**config.mk**
```make
export PLATFORM = sky130hd
export DESIGN_NAME = addsub_serial_flat
export DESIGN_NICKNAME = d
export VERILOG_FILES = /design/src/rtl/addsub_serial_if.sv /design/src/rtl/addsub_serial.sv /design/src/flat_wrapper.sv
export SDC_FILE = /design/constraint.sdc
export NUM_CORES = 1
export LEC_CHECK = 0
export ABC_AREA = 1
export BUFFER_PORTS_ARGS = -buffer_cell sky130_fd_sc_hd__buf_2
export CELL_PAD_IN_SITES_DETAIL_PLACEMENT = 0
export CELL_PAD_IN_SITES_GLOBAL_PLACEMENT = 1
export CORE_MARGIN = 2
export CORE_UTILIZATION = 35
export CTS_BUF_LIST = sky130_fd_sc_hd__clkbuf_4
export CTS_CLUSTER_DIAMETER = 200
export DETAILED_ROUTE_END_ITERATION = 10
export PLACE_DENSITY = 0.65
export SLEW_MARGIN = 20
export SYNTH_ARGS = -nofsm -noshare
export SYNTH_HDL_FRONTEND = slang
export SYNTH_SLANG_ARGS = --single-unit
```
**constraint.sdc**
```tcl
create_clock -name clk -period 3.8 [get_ports clk]
set_clock_uncertainty 0.2 [all_clocks]
set_input_delay 0.57 -clock clk [delete_from_list [all_inputs] [get_ports clk]]
set_output_delay 0.57 -clock clk [all_outputs]
set_load 0.005 [all_outputs]
```
**src/rtl/addsub_serial_if.sv**
```systemverilog
// Handshake and operand/result bundle for the bit-serial adder/subtractor.
// The master drives a request; the slave (the arithmetic unit) returns status and results.
interface addsub_serial_if #(
    parameter int BITS = 4
);
    logic            start;
    logic            mode;
    logic [BITS-1:0] num1;
    logic [BITS-1:0] num2;
    logic            busy;
    logic            done;
    logic [BITS-1:0] result;
    logic            carryout;
    logic            negative;
    logic            zero;

    modport master (
        output start, mode, num1, num2,
        input  busy, done, result, carryout, negative, zero
    );

    modport slave (
        input  start, mode, num1, num2,
        output busy, done, result, carryout, negative, zero
    );
endinterface

```
**src/rtl/addsub_serial.sv**
```systemverilog
// Bit-serial unsigned adder/subtractor, LSB first, one bit per clock.
// Subtraction yields sign+magnitude; results only change at the end of an operation.
module addsub_serial #(
    parameter int BITS = 4
) (
    input  logic              clk,
    input  logic              rst,
    addsub_serial_if.slave    bus
);
    localparam int CW = $clog2(BITS);

    typedef enum logic [1:0] {IDLE, CALC, FIX, DONE} state_t;

    state_t          state_reg;
    logic [BITS-1:0] a_reg;
    logic [BITS-1:0] b_reg;
    logic [BITS-1:0] raw_reg;
    logic            c_reg;
    logic            mode_reg;
    logic [CW-1:0]   cnt_reg;
    logic            busy_reg;
    logic            done_reg;
    logic [BITS-1:0] result_reg;
    logic            carry_reg;
    logic            neg_reg;
    logic            zero_reg;

    logic            sum_bit;
    logic            c_next;
    logic            neg_next;
    logic [BITS-1:0] result_next;

    // Full adder on the current LSBs; subtraction already has ~num2 and carry-in 1.
    assign sum_bit = a_reg[0] ^ b_reg[0] ^ c_reg;
    assign c_next  = (a_reg[0] & b_reg[0]) | (a_reg[0] & c_reg) | (b_reg[0] & c_reg);

    // No carry out of a subtraction means a borrow: negate the raw difference.
    assign neg_next    = mode_reg & ~c_reg;
    assign result_next = neg_next ? (~raw_reg + BITS'(1)) : raw_reg;

    always_ff @(posedge clk or posedge rst) begin
        if (rst) begin
            state_reg  <= IDLE;
            a_reg      <= '0;
            b_reg      <= '0;
            raw_reg    <= '0;
            c_reg      <= 1'b0;
            mode_reg   <= 1'b0;
            cnt_reg    <= '0;
            busy_reg   <= 1'b0;
            done_reg   <= 1'b0;
            result_reg <= '0;
            carry_reg  <= 1'b0;
            neg_reg    <= 1'b0;
            zero_reg   <= 1'b0;
        end else begin
            done_reg <= 1'b0;
            case (state_reg)
                IDLE, DONE: begin
                    if (bus.start) begin
                        a_reg     <= bus.num1;
                        b_reg     <= bus.mode ? ~bus.num2 : bus.num2;
                        c_reg     <= bus.mode;
                        mode_reg  <= bus.mode;
                        cnt_reg   <= '0;
                        busy_reg  <= 1'b1;
                        state_reg <= CALC;
                    end else begin
                        state_reg <= IDLE;
                    end
                end
                CALC: begin
                    raw_reg <= {sum_bit, raw_reg[BITS-1:1]};
                    c_reg   <= c_next;
                    a_reg   <= a_reg >> 1;
                    b_reg   <= b_reg >> 1;
                    cnt_reg <= cnt_reg + CW'(1);
                    if (cnt_reg == CW'(BITS - 1)) begin
                        state_reg <= FIX;
                    end
                end
                FIX: begin
                    result_reg <= result_next;
                    carry_reg  <= c_reg;
                    neg_reg    <= neg_next;
                    zero_reg   <= (result_next == '0);
                    busy_reg   <= 1'b0;
                    done_reg   <= 1'b1;
                    state_reg  <= DONE;
                end
                default: state_reg <= IDLE;
            endcase
        end
    end

    assign bus.busy     = busy_reg;
    assign bus.done     = done_reg;
    assign bus.result   = result_reg;
    assign bus.carryout = carry_reg;
    assign bus.negative = neg_reg;
    assign bus.zero     = zero_reg;
endmodule

```
**src/flat_wrapper.sv**
```systemverilog
// flat-port wrapper written by rule: the top's interface ports become plain ports
module addsub_serial_flat 
#(
    parameter int BITS = 4
)
  (clk, rst, bus_start, bus_mode, bus_num1, bus_num2, bus_busy, bus_done, bus_result, bus_carryout, bus_negative, bus_zero);
  addsub_serial_if #(.BITS(BITS)) bus_i ();
  input  logic clk;
  input  logic rst;
  input wire logic [$bits(bus_i.start)-1:0] bus_start;
  input wire logic [$bits(bus_i.mode)-1:0] bus_mode;
  input wire logic [$bits(bus_i.num1)-1:0] bus_num1;
  input wire logic [$bits(bus_i.num2)-1:0] bus_num2;
  output wire logic [$bits(bus_i.busy)-1:0] bus_busy;
  output wire logic [$bits(bus_i.done)-1:0] bus_done;
  output wire logic [$bits(bus_i.result)-1:0] bus_result;
  output wire logic [$bits(bus_i.carryout)-1:0] bus_carryout;
  output wire logic [$bits(bus_i.negative)-1:0] bus_negative;
  output wire logic [$bits(bus_i.zero)-1:0] bus_zero;
  assign bus_i.start = bus_start;
  assign bus_i.mode = bus_mode;
  assign bus_i.num1 = bus_num1;
  assign bus_i.num2 = bus_num2;
  assign bus_busy = bus_i.busy;
  assign bus_done = bus_i.done;
  assign bus_result = bus_i.result;
  assign bus_carryout = bus_i.carryout;
  assign bus_negative = bus_i.negative;
  assign bus_zero = bus_i.zero;
  addsub_serial #(.BITS(BITS)) u_core (.clk(clk), .rst(rst), .bus(bus_i));
endmodule
```
Yosys cells after proc, flatten, opt, wreduce, memory -nomap -nowiden
Cells that the tools add are included.
Operators by class
  add/sub/neg operators: 2
  eq/ne operators: 6
  multiplexer cells: 16
  bitwise operators: 11
  reduce and logical (&&, ||, !) cells: 8
Operators by type and width (count)
  4-bit two-way mux: 4
  4-bit one-hot mux with 2 select lines: 2
  4-bit NOT: 2
  2-bit == test (second input constant): 3
  2-bit one-hot mux with 3 select lines: 1
  2-bit AND reduction: 3
  4-bit by 1-bit adder with 4-bit output (second input constant): 1
  1-bit bitwise AND: 4
  4-bit zero test: 1
  1-bit two-way mux: 4
  2-bit two-way mux: 2
  1-bit one-hot mux with 2 select lines: 2
  2-bit one-hot mux with 2 select lines: 1
  2-bit nonzero test: 2
  2-bit by 1-bit adder with 2-bit output (second input constant): 1
  2-bit by 1-bit == test with 1-bit output (second input constant): 1
  2-bit zero test: 1
  2-bit by 1-bit != test with 1-bit output (second input constant): 1
  2-bit != test (second input constant): 1
  1-bit bitwise OR: 2
  2-bit OR reduction: 1
  1-bit bitwise XOR: 2
  1-bit NOT: 1
Storage, ports and cells
  bits in registers: 27

Longest topological paths before layout
Gate-level depths: netlist (run 1).
  word-level depth: 4
  gate-level depth with buffers: 9
  mapped depth without buffers: 9

Worst setup path before layout (run 1)
OpenSTA, ideal clock, no wires.
  kind: register to register
  from: reg u_core.state_reg[0]
  to: reg u_core.c_reg
  arrival time: 1.158 ns
  data required time: 3.470 ns
  slack: 2.312 ns
  cell stages (with the launch flop): 8
  cell sequence: dfrtp_1 -> inv_1 -> ha_1 -> nand2_2 -> o21ai_2 -> buf_6 -> o211ai_1 -> o21ai_0
Between the ends
  word-level cells in the longest chain between the ends: 4
RTL lines
  start, declared: line addsub_serial.sv:14  | state_t state_reg;
  start signal, assigned: line addsub_serial.sv:43  | state_reg <= IDLE;
  start signal, assigned: line addsub_serial.sv:67  | state_reg <= CALC;
  start signal, assigned: line addsub_serial.sv:69  | state_reg <= IDLE;
  2-bit == test or 2-bit zero test (tied branches): line addsub_serial.sv:58  | case (state_reg)
  2-bit OR reduction: line addsub_serial.sv:58
  2-bit != test (no line) or 2-bit nonzero test (tied branches)
  2-bit AND reduction (no line)
  end signal, assigned: line addsub_serial.sv:63  | c_reg <= bus.mode;
  end signal, assigned: line addsub_serial.sv:74  | c_reg <= c_next;
  end, declared: line addsub_serial.sv:18  | logic c_reg;
Parallel ways exist; a longest one is shown, timed or not.
A chain may end at the register's enable or synchronous reset.

Final worst setup path (run 1)
  from: reg u_core.state_reg[1]
  to: reg u_core.a_reg[2]
Between the ends
  word-level cells in the longest chain between the ends: 4
RTL lines
  2-bit == test or 2-bit zero test (tied branches): line addsub_serial.sv:58
  2-bit OR reduction: line addsub_serial.sv:58
  2-bit != test (no line) or 2-bit nonzero test (tied branches)
  2-bit AND reduction (no line)
  end signal, assigned: line addsub_serial.sv:61  | a_reg <= bus.num1;
  end signal, assigned: line addsub_serial.sv:75  | a_reg <= a_reg >> 1;
  end, declared: line addsub_serial.sv:15  | logic [BITS-1:0] a_reg;
Parallel ways exist; a longest one is shown, timed or not.

==> metrics.cfg, run 1 <==
[worst_setup_path]
critPathLaunchType = flip-flop
criticalPathCategory = flip-flop to flip-flop
cp_slowest_cell = o21ai_2
end_kind = flip-flop
timing.rr.start = u_core.state_reg[1]
slowest_delay_ns = 0.61
ff2ff_setup_slack_ns = 1.41
r2r_cells = 6
crit_fanout = 20
worstPathCellList = inv_1 > ha_1 > inv_2 > o21ai_2 > nor2_1 > a31oi_1
crit_required_ns = 3.85
crit_arrival_ns = 2.44
reg2reg_to = u_core.a_reg[2]

[timing]
tns_ns = 0
slew_headroom = 0.355
final_max_slew_viol_count = 0
tightest_slew_ns = 0.961
final-hold-violation-count = 0
grt_setup_unrepaired = no
setup_viol = 0
post-route-min-period_ns = 2.39
fin_crit_sh = 0.630
fmax_mhz = 418
fin_ws_ns = 1.41

[clock_network]
cts_tree = built
clock_path_buffers = 2
cts_buffers = 3
post_cts_buffers = 0
clkTransAtPathRegs_ns = 0.15
holdBufCountCts = 0
ctsResizeCount = 0
clock_latency_ns = 0.32
cts_htree_levels = 1
cts_root_buffer = clkbuf_4
cts_num_sinks = 27

[synthesis]
synth_edf_count = 0
synth_nets = 168
synth_area_leader_cell = dfrtp_1
syn_inst = 150
synth_top_cell_area_share = 0.523
synth_ff_type = dfrtp_1
yosysMostFrequentCell = nand2_1
avgSynthCellArea_um2 = 8.61
synth_cell_types = 22
synthTopCellsByCount = nand2_1, dfrtp_1, inv_1, o21ai_0, nor2_1
yosys_warnings = 0
syn_area_um2 = 1290
ys_top_cells_by_area = dfrtp_1, nand2_1, o21ai_0
synth_seq_area_share = 0.523
async_flop_share = 1.00
ys_seq_elements = 27

[power]
switching_share = 0.424
power_switching_mw = 0.493
powerDensity_nw_per_um2 = 806
power_frac_comb = 0.459
p_leak_nw = 0.716
p_int_mw = 0.670
peakVddDrop_mv = 0.376
p_seq_frac = 0.427
clkPwrFrac = 0.114

[routing]
post_drt_wl_per_cell_um = 11.1
drc = 0
ant_nets = 0
drtIter0Drc = 40
wl_um = 2390
num_vias = 976
routed_via_density = 4.52
dr.pass1.iters = 4

[floorplanning]
core_area_um2 = 3610
start_util = 0.358
die_area_um2 = 4190
rows = 22
die_w_um = 64.7
ios = 21
die_h_um = 64.7

[final_layout]
diodes = 0
final_nets = 187
fillCellCount = 391
drive_gt1_frac = 0.173
areaGrowthSynthToFinish_pct = 11.7

[run]
drv_cap = 0

[run_status]
outcome = complete, no violations

[global_route]
grt_max_degree = 28
grt-ovfl-total = 0
grt_antenna_before_repair = 0
grt_pass1_vias = 939
grt_util_all_layers = 0.133
grt_pass1_wl_um = 4280

[placement]
port_buffers = 20
hpwlAfterDp_um = 1760
post-place-ws_ns = 1.41
place.gp.congestion = 0.805

[worst_hold_path]
hold_path.class = input port to async pin

placed cells by master (no fill, tap or decap):
master,Yosys,final
a21oi_1,5,5
clkinv_1,0,1
nand2_1,36,36
xnor2_1,1,1
nand3_1,6,6
o211ai_1,1,1
a31oi_1,7,7
ha_1,5,5
clkbuf_4,0,4
nand2_2,1,1
buf_2,4,20
inv_2,1,1
o21ai_2,1,1
o21ai_0,17,17
fa_1,1,1
o21ai_1,1,1
inv_1,19,18
dfrtp_1,27,27
nor2_1,12,12
or2_2,1,1
nor2_2,1,1
o22ai_1,1,1
cell families after synthesis:
| family | after synthesis | share of synthesized area |
|---|---|---|
| buffers and inverters | 26 | 0.0882 |
| AO/OA/AOI/OAI | 33 | 0.141 |
| XOR/XNOR | 1 | 0.00678 |
| flip-flops | 27 | 0.523 |
| adder cells (fa/ha/maj) | 6 | 0.0640 |
| AND/OR/NAND/NOR | 57 | 0.177 |
through the flow:
step	util	power [mW]	area [um^2]	cells	hold WS [ns]
after floorplan	-	0.926	1290	150	0.272
after global placement	0.392	1.04	1410	212	0.258
after detailed placement	0.392	1.05	1410	212	0.262
after CTS	0.400	1.18	1440	216	0.286
after global routing	0.400	1.30	1440	216	0.161
final	0.400	1.16	1440	216	0.118
critical path: cells and delay by family, from the launching register on:
| kind | cells | cell delay, ns |
|---|---|---|
| adders and majority gates | 1 | 0.58 |
| buffers and inverters | 2 | 0.25 |
| DFF | 1 | 0.42 |
| AOI/OAI and AO/OA | 2 | 0.78 |
| and+or+nand+nor | 1 | 0.09 |
final cells by class:
class                   count  area, um^2  area share
flip-flops and latches     27         676       0.468
repair buffers             20         100      0.0694
clock buffers               4        30.0      0.0208
well taps                  48        60.1      0.0416
multi-input cells          97         502       0.348
inverters                  20        75.1      0.0520
power groups by stage:
stage | Combinational (mW) | Clock [mW] | Sequential (mW)
after floorplan | 0.430 | 0 | 0.496
after global placement | 0.536 | 0 | 0.503
after detailed placement | 0.545 | 0 | 0.505
after CTS | 0.546 | 0.139 | 0.499
after global routing | 0.640 | 0.150 | 0.514
final | 0.534 | 0.132 | 0.496
how the worst max path moves through the flow:
stage,start,end,slack (ns),cells past startpoint
after global placement,u_core.state_reg[1],u_core.c_reg,1.45,6
after floorplan,u_core.state_reg[0],u_core.c_reg,2.31,7
final,u_core.state_reg[1],u_core.a_reg[2],1.41,6
after global routing,u_core.state_reg[1],u_core.a_reg[2],1.13,6
after detailed placement,u_core.state_reg[1],u_core.b_reg[1],1.41,6
after CTS,u_core.state_reg[1],u_core.c_reg,1.38,6
metal layers:
layer / part of all wire / global-route usage / vias to the layer above
met3: 0.041 / 0.0451 / 2
met4: 0.0096 / 0.0239 / 0
met5: 0 / 0 / -
li1: - / - / 514
met1: 0.46 / 0.163 / 447
met2: 0.49 / 0.227 / 13
Power figures use the tool's default switching activity.
==> run 2, diff against run 1 <==
PLACE_DENSITY = 0.67   (was 0.65)
clock period = 2.1 ns   (was 3.8 ns; I/O delays follow)
==> metrics.cfg, run 2 (synthesized netlist as in run 1, its figures left out) <==
[worst_setup_path]
crit_fanout = 9  ; was 20
slowest_delay_ns = 0.41  ; was 0.61 ns
worstPathCellList = inv_1 > ha_1 > inv_1 > o21ai_0 > nand2_1 > o21ai_1  ; was inv_1 > ha_1 > inv_2 > o21ai_2 > nor2_1 > a31oi_1
r2r_cells = 6  ; unchanged
end_kind = flip-flop  ; unchanged
cp_slowest_cell = dfrtp_1  ; was o21ai_2
reg2reg_to = u_core.state_reg[0]  ; was u_core.a_reg[2]
criticalPathCategory = flip-flop to flip-flop  ; unchanged
crit_top_cell = inv_1
critPathTopFamily = flip-flops  ; was compound AO/OA/AOI/OAI gates
timing.rr.start = u_core.state_reg[0]  ; was u_core.state_reg[1]
crit_required_ns = 2.17  ; was 3.85 ns
ff2ff_setup_slack_ns = 0.40  ; was 1.41 ns
critPathLaunchType = flip-flop  ; unchanged
path_buf_inv = 2  ; unchanged
crit_arrival_ns = 1.77  ; was 2.44 ns

[worst_hold_path]
hold_path.class = input port to flip-flop  ; was input port to async pin
whs_path_depth = 3
holdPathEnd = u_core.a_reg[3]
worstHoldStart = bus_num1[3]

[timing]
tightest_slew_ns = 0.345  ; was 0.961 ns
fmax_mhz = 587  ; was 418 MHz
final_max_slew_viol_count = 0  ; unchanged
post-route-min-period_ns = 1.70  ; was 2.39 ns
tns_ns = 0  ; unchanged
slew_headroom = 0.770  ; was 0.355
fin_crit_sh = 0.811  ; was 0.630
whs_ns = 0.00392  ; was 0.118 ns
grt_setup_unrepaired = no  ; unchanged
setup_viol = 0  ; unchanged
final-hold-violation-count = 0  ; unchanged

[floorplanning]
core_area_um2 = 3610  ; unchanged
die_w_um = 64.7  ; unchanged
rows = 22  ; unchanged
ios = 21  ; unchanged
die_h_um = 64.7  ; unchanged
die_area_um2 = 4190  ; unchanged
start_util = 0.358  ; unchanged

[final_layout]
drive_gt1_frac = 0.186  ; was 0.173
diodes = 0  ; unchanged
layout_common_cells = nand2_1, dfrtp_1, buf_2  ; unchanged
final_util = 0.409  ; was 0.400
layout_commonest_cell = nand2_1  ; unchanged
fillCellCount = 384  ; was 391
final_nets = 191  ; was 187
seq_area_um2 = 676  ; unchanged
stdcell_area_um2 = 1480  ; was 1440 um^2
areaGrowthSynthToFinish_pct = 14.2  ; was 11.7%
multiInputGateArea_um2 = 502  ; unchanged

[routing]
dr.pass1.iters = 4  ; unchanged
num_vias = 1024  ; was 976
drtIter0Drc = 39  ; was 40
ant_nets = 0  ; unchanged
routed_via_density = 4.65  ; was 4.52
post_drt_wl_per_cell_um = 11.1  ; about the same
drc = 0  ; unchanged
wl_um = 2450  ; was 2390 um

[clock_network]
cts_buffers = 3  ; unchanged
clock_latency_ns = 0.34  ; was 0.32 ns
cts_num_sinks = 27  ; unchanged
holdBufCountCts = 1  ; was 0
clock_path_buffers = 2  ; unchanged
cts_htree_levels = 1  ; unchanged
post_cts_buffers = 0  ; unchanged
clkTransAtPathRegs_ns = 0.15  ; about the same
cts_root_buffer = clkbuf_4  ; unchanged
ctsResizeCount = 0  ; unchanged
cts_tree = built  ; unchanged

[power]
peakVddDrop_mv = 0.452  ; was 0.376 mV
p_seq_frac = 0.417  ; was 0.427
switching_share = 0.424  ; about the same
power_frac_comb = 0.466  ; was 0.459
p_int_mw = 1.24  ; was 0.670 mW
powerDensity_nw_per_um2 = 1460  ; was 806 nW/um^2
clkPwrFrac = 0.116  ; was 0.114
p_leak_nw = 0.739  ; was 0.716 nW
power_switching_mw = 0.910  ; was 0.493 mW

[global_route]
grt_pass1_vias = 997  ; was 939
grt_util_all_layers = 0.136  ; was 0.133
grt_max_degree = 28  ; unchanged
grt_antenna_before_repair = 0  ; unchanged
grt-ovfl-total = 0  ; unchanged
grt_pass1_wl_um = 4340  ; was 4280 um

[placement]
place.gp.congestion = 0.832  ; was 0.805
port_buffers = 20  ; unchanged
dpl-instance-area_um2 = 1440  ; was 1410 um^2
hpwlAfterDp_um = 1780  ; was 1760 um

[run]
drv_cap = 0  ; unchanged

[run_status]
outcome = complete, no violations  ; unchanged

[run 2: cell count changes in the layout (fill, tap and decap cells not counted)]
| cell | delta |
|---|---|
| buf_4 | +3 |
| dlygate4sd3_1 | +1 |
| inv_1 | +1 |
| clkinv_1 | -1 |
[run 2: power by group through the flow]
stage	clock, mW	sequential [mW]	combinational [mW]
after global placement	0	0.903	1.01
after global routing	0.273	0.929	1.19
after floorplan	0	0.898	0.778
final	0.250	0.897	1.00
after CTS	0.261	0.901	1.03
after detailed placement	0	0.914	1.02
[run 2: layout make-up]
type,count,share of cell area
multi-input combinational,97,0.340
tap,48,0.0407
inverter,20,0.0509
sequential,27,0.458
clock buffer,4,0.0204
timing repair buffer,24,0.0899
[run 2: stage by stage]
step / setup slack (ns) / total power, mW / cells
after CTS: 0.391 / 2.19 / 220
after detailed placement: 0.424 / 1.94 / 215
final: 0.397 / 2.15 / 220
after global placement: 0.408 / 1.91 / 215
after global routing: 0.246 / 2.39 / 220
after floorplan: 0.612 / 1.68 / 150
[run 2: worst register-to-register path, delay by kind of cell, from the launching register on]
family / cells / cell delay (ns)
and+or+nand+nor: 1 / 0.08
AOI/OAI and AO/OA: 2 / 0.34
adders and majority gates: 1 / 0.31
DFF: 1 / 0.41
buffers and inverters: 2 / 0.28
[run 2: layer usage]
metal,global-route usage,vias to the layer above,share of wire
met1,0.159,475,0.44
met3,0.0243,5,0.040
met4,0.0745,0,0.024
li1,-,526,-
met5,0,-,0
met2,0.235,18,0.49
[run 2: worst max path at each step]
stage                                   start                  end  cells after the start  slack [ns]
after floorplan           u_core.state_reg[0]         u_core.c_reg                      7        0.61
after global placement    u_core.state_reg[0]  u_core.state_reg[0]                      6        0.41
after detailed placement  u_core.state_reg[0]  u_core.state_reg[0]                      6        0.42
after CTS                 u_core.state_reg[0]  u_core.state_reg[0]                      6        0.39
after global routing      u_core.state_reg[0]  u_core.state_reg[0]                      6        0.25
final                     u_core.state_reg[0]  u_core.state_reg[0]                      6        0.40
